`src/rtl/risc_toy_pipe5.sv`:
```
// Five-stage toy RISC pipeline (IF/ID/EX/MEM/WB); define RISC_TOY_FWD_EN for EX operand forwarding.
// One instruction per cycle; hazards stall PC and IF/ID and insert EX bubbles; taken branches flush two slots.
module risc_toy_pipe5 #(
    parameter int                XLEN     = 32,
    parameter int                ADDR_W   = 16,
    parameter logic [ADDR_W-1:0] RESET_PC = '0
) (
    input  logic              clk,
    input  logic              rst_n,
    output logic [ADDR_W-1:0] imem_addr,
    input  logic [31:0]       imem_rdata,
    output logic              dmem_en,
    output logic              dmem_we,
    output logic [ADDR_W-1:0] dmem_addr,
    output logic [XLEN-1:0]   dmem_wdata,
    input  logic [XLEN-1:0]   dmem_rdata,
    output logic              halted,
    output logic [31:0]       retire_cnt
);

    localparam logic [4:0] OP_ADD  = 5'd1;
    localparam logic [4:0] OP_SUB  = 5'd2;
    localparam logic [4:0] OP_NEG  = 5'd3;
    localparam logic [4:0] OP_AND  = 5'd4;
    localparam logic [4:0] OP_OR   = 5'd5;
    localparam logic [4:0] OP_XOR  = 5'd6;
    localparam logic [4:0] OP_ADDI = 5'd7;
    localparam logic [4:0] OP_LDR  = 5'd8;
    localparam logic [4:0] OP_STR  = 5'd9;
    localparam logic [4:0] OP_BZ   = 5'd10;
    localparam logic [4:0] OP_J    = 5'd11;
    localparam logic [4:0] OP_JL   = 5'd12;
    localparam logic [4:0] OP_HALT = 5'd31;

    function automatic logic reads_rs1(input logic [4:0] op);
        return (op >= OP_ADD) && (op <= OP_BZ);
    endfunction

    // STR's second source is its rd field (the store data).
    function automatic logic reads_src2(input logic [4:0] op);
        return op inside {OP_ADD, OP_SUB, OP_AND, OP_OR, OP_XOR, OP_STR};
    endfunction

    function automatic logic writes_rd(input logic [4:0] op);
        return ((op >= OP_ADD) && (op <= OP_LDR)) || (op == OP_JL);
    endfunction

    // IF
    logic [ADDR_W-1:0] pc;
    logic              stopping;

    // IF/ID
    logic              if_id_vld;
    logic [31:0]       if_id_ins;
    logic [ADDR_W-1:0] if_id_pc;

    // ID/EX
    logic              id_ex_vld;
    logic [4:0]        id_ex_op;
    logic [4:0]        id_ex_rd;
    logic              id_ex_we;
    logic [XLEN-1:0]   id_ex_a;
    logic [XLEN-1:0]   id_ex_b;
    logic [16:0]       id_ex_imm;
    logic [ADDR_W-1:0] id_ex_pc;
`ifdef RISC_TOY_FWD_EN
    logic [4:0]        id_ex_rs1;
    logic [4:0]        id_ex_src2;
`endif

    // EX/MEM
    logic              ex_mem_vld;
    logic [4:0]        ex_mem_op;
    logic [4:0]        ex_mem_rd;
    logic              ex_mem_we;
    logic [XLEN-1:0]   ex_mem_res;
    logic [XLEN-1:0]   ex_mem_sdat;

    // MEM/WB
    logic              mem_wb_vld;
    logic [4:0]        mem_wb_rd;
    logic              mem_wb_we;
    logic              mem_wb_halt;
    logic [XLEN-1:0]   mem_wb_dat;

    logic [XLEN-1:0]   rf [32];

    // ID decode
    logic [4:0]        id_op, id_rd, id_rs1, id_src2;
    logic              id_use1, id_use2, id_halt;
    logic [XLEN-1:0]   id_a, id_b;
    logic              wb_wr;

    assign id_op   = if_id_ins[31:27];
    assign id_rd   = if_id_ins[26:22];
    assign id_rs1  = if_id_ins[21:17];
    assign id_src2 = (id_op == OP_STR) ? id_rd : if_id_ins[16:12];
    assign id_use1 = reads_rs1(id_op);
    assign id_use2 = reads_src2(id_op);
    assign id_halt = if_id_vld && (id_op == OP_HALT);
    assign wb_wr   = mem_wb_vld && mem_wb_we && (mem_wb_rd != 5'd0);

    // Register read with write-through from the instruction retiring this cycle.
    always_comb begin
        id_a = '0;
        id_b = '0;
        if (id_rs1 != 5'd0)
            id_a = (wb_wr && (mem_wb_rd == id_rs1)) ? mem_wb_dat : rf[id_rs1];
        if (id_src2 != 5'd0)
            id_b = (wb_wr && (mem_wb_rd == id_src2)) ? mem_wb_dat : rf[id_src2];
    end

    // Hazard detection against producers still in flight
    logic ex_dep, stall;

    assign ex_dep = id_ex_vld && id_ex_we && (id_ex_rd != 5'd0) &&
                    ((id_use1 && (id_rs1 == id_ex_rd)) || (id_use2 && (id_src2 == id_ex_rd)));

`ifdef RISC_TOY_FWD_EN
    assign stall = if_id_vld && ex_dep && (id_ex_op == OP_LDR);
`else
    logic mem_dep;

    assign mem_dep = ex_mem_vld && ex_mem_we && (ex_mem_rd != 5'd0) &&
                     ((id_use1 && (id_rs1 == ex_mem_rd)) || (id_use2 && (id_src2 == ex_mem_rd)));
    assign stall   = if_id_vld && (ex_dep || mem_dep);
`endif

    // EX operands
    logic [XLEN-1:0] ex_a, ex_b;

    always_comb begin
        ex_a = id_ex_a;
        ex_b = id_ex_b;
`ifdef RISC_TOY_FWD_EN
        if (ex_mem_vld && ex_mem_we && (ex_mem_rd != 5'd0) && (ex_mem_rd == id_ex_rs1))
            ex_a = ex_mem_res;
        else if (wb_wr && (mem_wb_rd == id_ex_rs1))
            ex_a = mem_wb_dat;
        if (ex_mem_vld && ex_mem_we && (ex_mem_rd != 5'd0) && (ex_mem_rd == id_ex_src2))
            ex_b = ex_mem_res;
        else if (wb_wr && (mem_wb_rd == id_ex_src2))
            ex_b = mem_wb_dat;
`endif
    end

    // EX: ALU and branch resolution; NEG negates rs1.
    logic [XLEN-1:0]   imm_x, ex_res;
    logic [ADDR_W-1:0] br_tgt;
    logic              ex_taken, flush;

    assign imm_x  = XLEN'($signed(id_ex_imm));
    assign br_tgt = id_ex_pc + ADDR_W'($signed({id_ex_imm, 2'b00}));

    always_comb begin
        ex_res   = '0;
        ex_taken = 1'b0;
        case (id_ex_op)
            OP_ADD:                  ex_res = ex_a + ex_b;
            OP_SUB:                  ex_res = ex_a - ex_b;
            OP_NEG:                  ex_res = '0 - ex_a;
            OP_AND:                  ex_res = ex_a & ex_b;
            OP_OR:                   ex_res = ex_a | ex_b;
            OP_XOR:                  ex_res = ex_a ^ ex_b;
            OP_ADDI, OP_LDR, OP_STR: ex_res = ex_a + imm_x;
            OP_BZ:                   ex_taken = (ex_a == '0);
            OP_J:                    ex_taken = 1'b1;
            OP_JL: begin
                ex_taken = 1'b1;
                ex_res   = XLEN'(id_ex_pc + ADDR_W'(4));
            end
            default: ;
        endcase
    end

    assign flush = id_ex_vld && ex_taken;

    // PC and IF/ID; a flush overrides any stall, HALT in ID stops fetch for good.
    always_ff @(posedge clk or negedge rst_n) begin
        if (!rst_n) begin
            pc        <= RESET_PC;
            stopping  <= 1'b0;
            if_id_vld <= 1'b0;
            if_id_ins <= '0;
            if_id_pc  <= '0;
        end else if (flush) begin
            pc        <= br_tgt;
            if_id_vld <= 1'b0;
        end else if (!stall) begin
            if (id_halt || stopping) begin
                if_id_vld <= 1'b0;
                if (id_halt)
                    stopping <= 1'b1;
            end else begin
                pc        <= pc + ADDR_W'(4);
                if_id_vld <= 1'b1;
                if_id_ins <= imem_rdata;
                if_id_pc  <= pc;
            end
        end
    end

    always_ff @(posedge clk or negedge rst_n) begin
        if (!rst_n) begin
            id_ex_vld  <= 1'b0;
            id_ex_op   <= '0;
            id_ex_rd   <= '0;
            id_ex_we   <= 1'b0;
            id_ex_a    <= '0;
            id_ex_b    <= '0;
            id_ex_imm  <= '0;
            id_ex_pc   <= '0;
`ifdef RISC_TOY_FWD_EN
            id_ex_rs1  <= '0;
            id_ex_src2 <= '0;
`endif
        end else begin
            id_ex_vld  <= if_id_vld && !flush && !stall;
            id_ex_op   <= id_op;
            id_ex_rd   <= id_rd;
            id_ex_we   <= writes_rd(id_op);
            id_ex_a    <= id_a;
            id_ex_b    <= id_b;
            id_ex_imm  <= if_id_ins[16:0];
            id_ex_pc   <= if_id_pc;
`ifdef RISC_TOY_FWD_EN
            id_ex_rs1  <= id_rs1;
            id_ex_src2 <= id_src2;
`endif
        end
    end

    always_ff @(posedge clk or negedge rst_n) begin
        if (!rst_n) begin
            ex_mem_vld  <= 1'b0;
            ex_mem_op   <= '0;
            ex_mem_rd   <= '0;
            ex_mem_we   <= 1'b0;
            ex_mem_res  <= '0;
            ex_mem_sdat <= '0;
        end else begin
            ex_mem_vld  <= id_ex_vld;
            ex_mem_op   <= id_ex_op;
            ex_mem_rd   <= id_ex_rd;
            ex_mem_we   <= id_ex_we;
            ex_mem_res  <= ex_res;
            ex_mem_sdat <= ex_b;
        end
    end

    // MEM
    assign dmem_en    = ex_mem_vld && ((ex_mem_op == OP_LDR) || (ex_mem_op == OP_STR));
    assign dmem_we    = ex_mem_vld && (ex_mem_op == OP_STR);
    assign dmem_addr  = ADDR_W'(ex_mem_res);
    assign dmem_wdata = ex_mem_sdat;

    always_ff @(posedge clk or negedge rst_n) begin
        if (!rst_n) begin
            mem_wb_vld  <= 1'b0;
            mem_wb_rd   <= '0;
            mem_wb_we   <= 1'b0;
            mem_wb_halt <= 1'b0;
            mem_wb_dat  <= '0;
        end else begin
            mem_wb_vld  <= ex_mem_vld;
            mem_wb_rd   <= ex_mem_rd;
            mem_wb_we   <= ex_mem_we;
            mem_wb_halt <= (ex_mem_op == OP_HALT);
            mem_wb_dat  <= (ex_mem_op == OP_LDR) ? dmem_rdata : ex_mem_res;
        end
    end

    // WB
    always_ff @(posedge clk or negedge rst_n) begin
        if (!rst_n) begin
            for (int i = 0; i < 32; i++)
                rf[i] <= '0;
        end else if (wb_wr) begin
            rf[mem_wb_rd] <= mem_wb_dat;
        end
    end

    always_ff @(posedge clk or negedge rst_n) begin
        if (!rst_n) begin
            halted     <= 1'b0;
            retire_cnt <= '0;
        end else if (mem_wb_vld) begin
            retire_cnt <= retire_cnt + 32'd1;
            if (mem_wb_halt)
                halted <= 1'b1;
        end
    end

    assign imem_addr = pc;

endmodule

```
`config.mk`:
```
export PLATFORM = sky130hd
export DESIGN_NAME = risc_toy_pipe5
export DESIGN_NICKNAME = d
export VERILOG_FILES = /design/src/rtl/risc_toy_pipe5.sv
export SDC_FILE = /design/constraint.sdc
export NUM_CORES = 2
export LEC_CHECK = 0
export ABC_AREA = 1
export BUFFER_PORTS_ARGS = -buffer_cell sky130_fd_sc_hd__buf_2
export CAP_MARGIN = 20
export CORE_ASPECT_RATIO = 1.5
export CORE_MARGIN = 4
export CORE_UTILIZATION = 59
export DETAILED_ROUTE_END_ITERATION = 10
export PLACE_DENSITY_LB_ADDON = 0.15
export SLEW_MARGIN = 25
export SYNTH_ARGS = -nofsm -noshare
export SYNTH_HDL_FRONTEND = slang
export SYNTH_SLANG_ARGS = --single-unit
```
`constraint.sdc`:
```
create_clock -name clk -period 10.25 [get_ports clk]
set_input_delay 1.025 -clock clk [delete_from_list [all_inputs] [get_ports clk]]
set_output_delay 1.025 -clock clk [all_outputs]
set_load 0.005 [all_outputs]
```
==> flow_metrics.py <==
metrics = {
    "run_status": {
        "status": "finished, final reports clean",
    },
    "die": {
        "die_width_um": 297,
        "initial_utilization": 0.595,
        "coreArea_sq_um": 124000,
        "ios": 165,
        "dieArea_sq_um": 131000,
        "rows": 158,
        "die_h_um": 441,
    },
    "synthesis": {
        "yosysWarnings": 0,
        "yosys_register_bits": 1348,
        "yosysSeqAreaShare": 0.457,
        "syn_area_per_cell_sq_um": 7.45,
        "synth_nets": 10098,
        "ys_async_sr_fraction": 1.00,
        "ys.flop_type": "dfrtp_1",
        "netlist_area_sq_um": 73800,
        "synthCells": 9909,
        "synthDistinctLibCells": 55,
        "synth_edf_count": 0,
    },
    "power": {
        "p_leak_nw": 35.7,
        "p_total_mw": 29.2,
        "powerDensity_nw_per_um2": 369,
        "peakVddDrop_mv": 0.298,
    },
    "cts": {
        "cts_setup_buffers": 0,
        "cts_tree": "yes",
        "cts_root_buffer": "clkbuf_16",
        "clk_path_buf_depth": 3,
        "cts_max_level": 4,
        "clk_pin_slew_worst_paths_ps": 60,
        "clk_latency_ps": 810,
        "cts.sinks": 1348,
        "cts_hold_buffers": 0,
        "post_cts_resized": 0,
        "cts_made_buffers": 137,
    },
    "detailed_routing": {
        "ant_nets": 0,
        "avgViaCountPerCell": 6.54,
        "vias": 73234,
        "wire_per_inst_um": 25.0,
        "routed_wl_mm": 280,
        "drt-initial-drc-count": 10853,
        "dr.pass1.iters": 7,
        "drc": 0,
    },
    "global_route": {
        "grtUsageMet2": 0.657,
        "grt_pass1_wl_mm": 422,
        "use_met1": 0.513,
        "grt_overflow_total": 0,
        "grt-busiest-layer": "met2",
        "grt_max_degree": 179,
        "antenna_found_initial": 10,
        "use_met3": 0.110,
        "grt_pass1_vias": 69916,
        "grt_usage": 0.421,
    },
    "place": {
        "port_buffers": 164,
        "gp_congestion": 1.09,
        "placed_area_sq_um": 74400,
        "dpl.hpwl_mm": 159,
    },
    "layout": {
        "layout_common_cells": "nand2_1 (2829), o21ai_0 (1665), dfrtp_1 (1343), nand3_1 (917), nor2_1 (667)",
        "fillCellCount": 11003,
        "drive_gt1_frac": 0.0649,
        "nets": 9686,
        "final_common_cell": "nand2_1",
        "syn_to_final_growth_pct": 7.18,
        "final_area_sq_um": 79100,
    },
    "sta": {
        "finalCritPeriodShare": 0.514,
        "maxSlewHeadroom": 0.210,
        "finClkSkew_ps": 22.1,
        "max_freq_ghz": 0.190,
        "fin_crit_ps": 5270,
        "setup-violations-final": 0,
        "setup_tns_ps": 0,
        "hold_viol_final": 0,
        "tightest_slew_ps": 1190,
        "rsz0062_at_grt": "false",
        "drv_slew": 0,
        "hold_slack_ps": 200,
    },
    "worst_setup_path": {
        "reg2regPathDepth": 13,
        "cp-endpoint": "ex_b[1]$_DFF_PN0_",
        "cp-startpoint": "if_id_ins[27]$_DFFE_PN0P_",
        "worst_ep_arrival_time_ps": 5960,
        "critical_path.max_fanout": 104,
        "rr_endpoint": "ex_b[1]$_DFF_PN0_",
        "crit_type": "flop to flop",
        "required_ps": 10950,
        "cp_slowest_cell": "inv_2",
        "path_cells": "inv_2 > nor2_2 > nand3_2 > nand2_1 > nand2_8 > inv_8 > o21ai_0 > nor2_1 > nand3_2 > inv_2 > a21oi_1 > nand2_1 > inv_1",
        "reg2reg_slack_ps": 4980,
        "worstSetupEndpointType": "flop",
        "crit_path_start_kind": "flop",
        "critPathMaxStageDelay_ps": 1100,
        "crit-reg2reg-launch": "if_id_ins[27]$_DFFE_PN0P_",
    },
    "run": {
        "max_cap_violations": 0,
    },
    "worst_hold_path": {
        "hold_class": "primary input to async pin",
    },
}
==> cell usage after synthesis, types with 9 or more instances <==
cell	instances	area, sq um
a21o_1	9	67.6
a21oi_1	207	1040
a221oi_1	23	201
a22oi_1	13	97.6
a31oi_1	12	75.1
buf_1	47	176
buf_2	203	1020
buf_4	34	255
clkbuf_1	533	2000
dfrtp_1	1348	33700
ha_1	121	1510
inv_1	422	1580
mux2_2	32	360
nand2_1	2854	10700
nand2_2	14	87.6
nand3_1	921	4610
nand4_1	137	857
nor2_1	674	2530
nor3_1	51	255
nor4_1	14	87.6
o211ai_1	111	833
o21ai_0	1671	8360
o21ai_1	82	410
o221ai_1	98	858
o22ai_1	118	738
or2_2	18	113
xnor2_1	19	166
xor2_1	49	429
==> worst min-delay path by stage <==
stage                                  startpoint                         end
after floorplan                id_ex_we$_DFF_PN0_         ex_mem_we$_DFF_PN0_
after global placement    if_id_pc[1]$_DFFE_PN0P_       id_ex_pc[1]$_DFF_PN0_
after detailed placement  if_id_pc[6]$_DFFE_PN0P_       id_ex_pc[6]$_DFF_PN0_
after CTS                                   rst_n  retire_cnt[12]$_DFFE_PN0P_
after global routing                        rst_n  retire_cnt[14]$_DFFE_PN0P_
final                                       rst_n  retire_cnt[14]$_DFFE_PN0P_
==> per-layer routing <==
metal,part of all wire,wire length [um],vias up
met2,0.44,124000,4990
li1,-,-,32287
met4,0.081,22700,0
met5,0,0,-
met3,0.12,34600,1274
met1,0.35,99000,34683
==> report_power, final <==
group	switching (mW)	internal, mW
clock network	2.21	2.95
logic	10.5	4.31
registers	1.95	7.26
total	14.6	14.5
==> cells by family after synthesis <==
| logic type | Yosys count | synth area share |
|---|---|---|
| AOI/OAI and AO/OA | 2373 | 0.175 |
| xor gates and xnor gates | 68 | 0.00807 |
| adders and majority gates | 123 | 0.0211 |
| buffers and inverters | 1255 | 0.0694 |
| DFF | 1348 | 0.457 |
| muxes | 32 | 0.00488 |
| and+or+nand+nor | 4710 | 0.264 |
==> registers in the layout, indices dropped and copies added (netlist names), 5 cells and up <==
signal,cells
mem_wb_dat,32
ex_b,32
retire_cnt,32
id_ex_op,5
ex_mem_res,32
rf,1024
ex_a,32
ex_mem_op,5
dmem_wdata,32
if_id_pc,16
id_ex_imm,17
ex_mem_rd,5
mem_wb_rd,5
if_id_ins,32
id_ex_pc,16
id_ex_rd,5
imem_addr,16
==> critical path, delay by kind of cell (launching register included) <==
kind / cells / cell delay, ps
buf+inv: 4 / 2050
simple gates: 7 / 2200
compound gates: 2 / 310
flops: 1 / 490
==> per-stage QoR <==
stage / worst slack, ps / instances / utilization
floorplan: 6920 / 9909 / -
finish: 4980 / 11206 / 0.638
CTS: 5200 / 11198 / 0.637
detailed placement: 5220 / 10954 / 0.600
global placement: 5350 / 10954 / 0.600
global route: 4940 / 11203 / 0.638
==> final cells by class <==
cell class | instances | area (sq um) | area share
clock inverters | 39 | 402 | 0.00508
well taps | 1600 | 2000 | 0.0253
multi-input cells | 7306 | 35300 | 0.447
diodes | 4 | 10.0 | 0.000127
flip-flops and latches | 1348 | 33700 | 0.427
clock buffers | 205 | 4130 | 0.0523
repair buffers | 271 | 1810 | 0.0229
inverters | 433 | 1650 | 0.0208
Power figures use the tool's default switching activity.
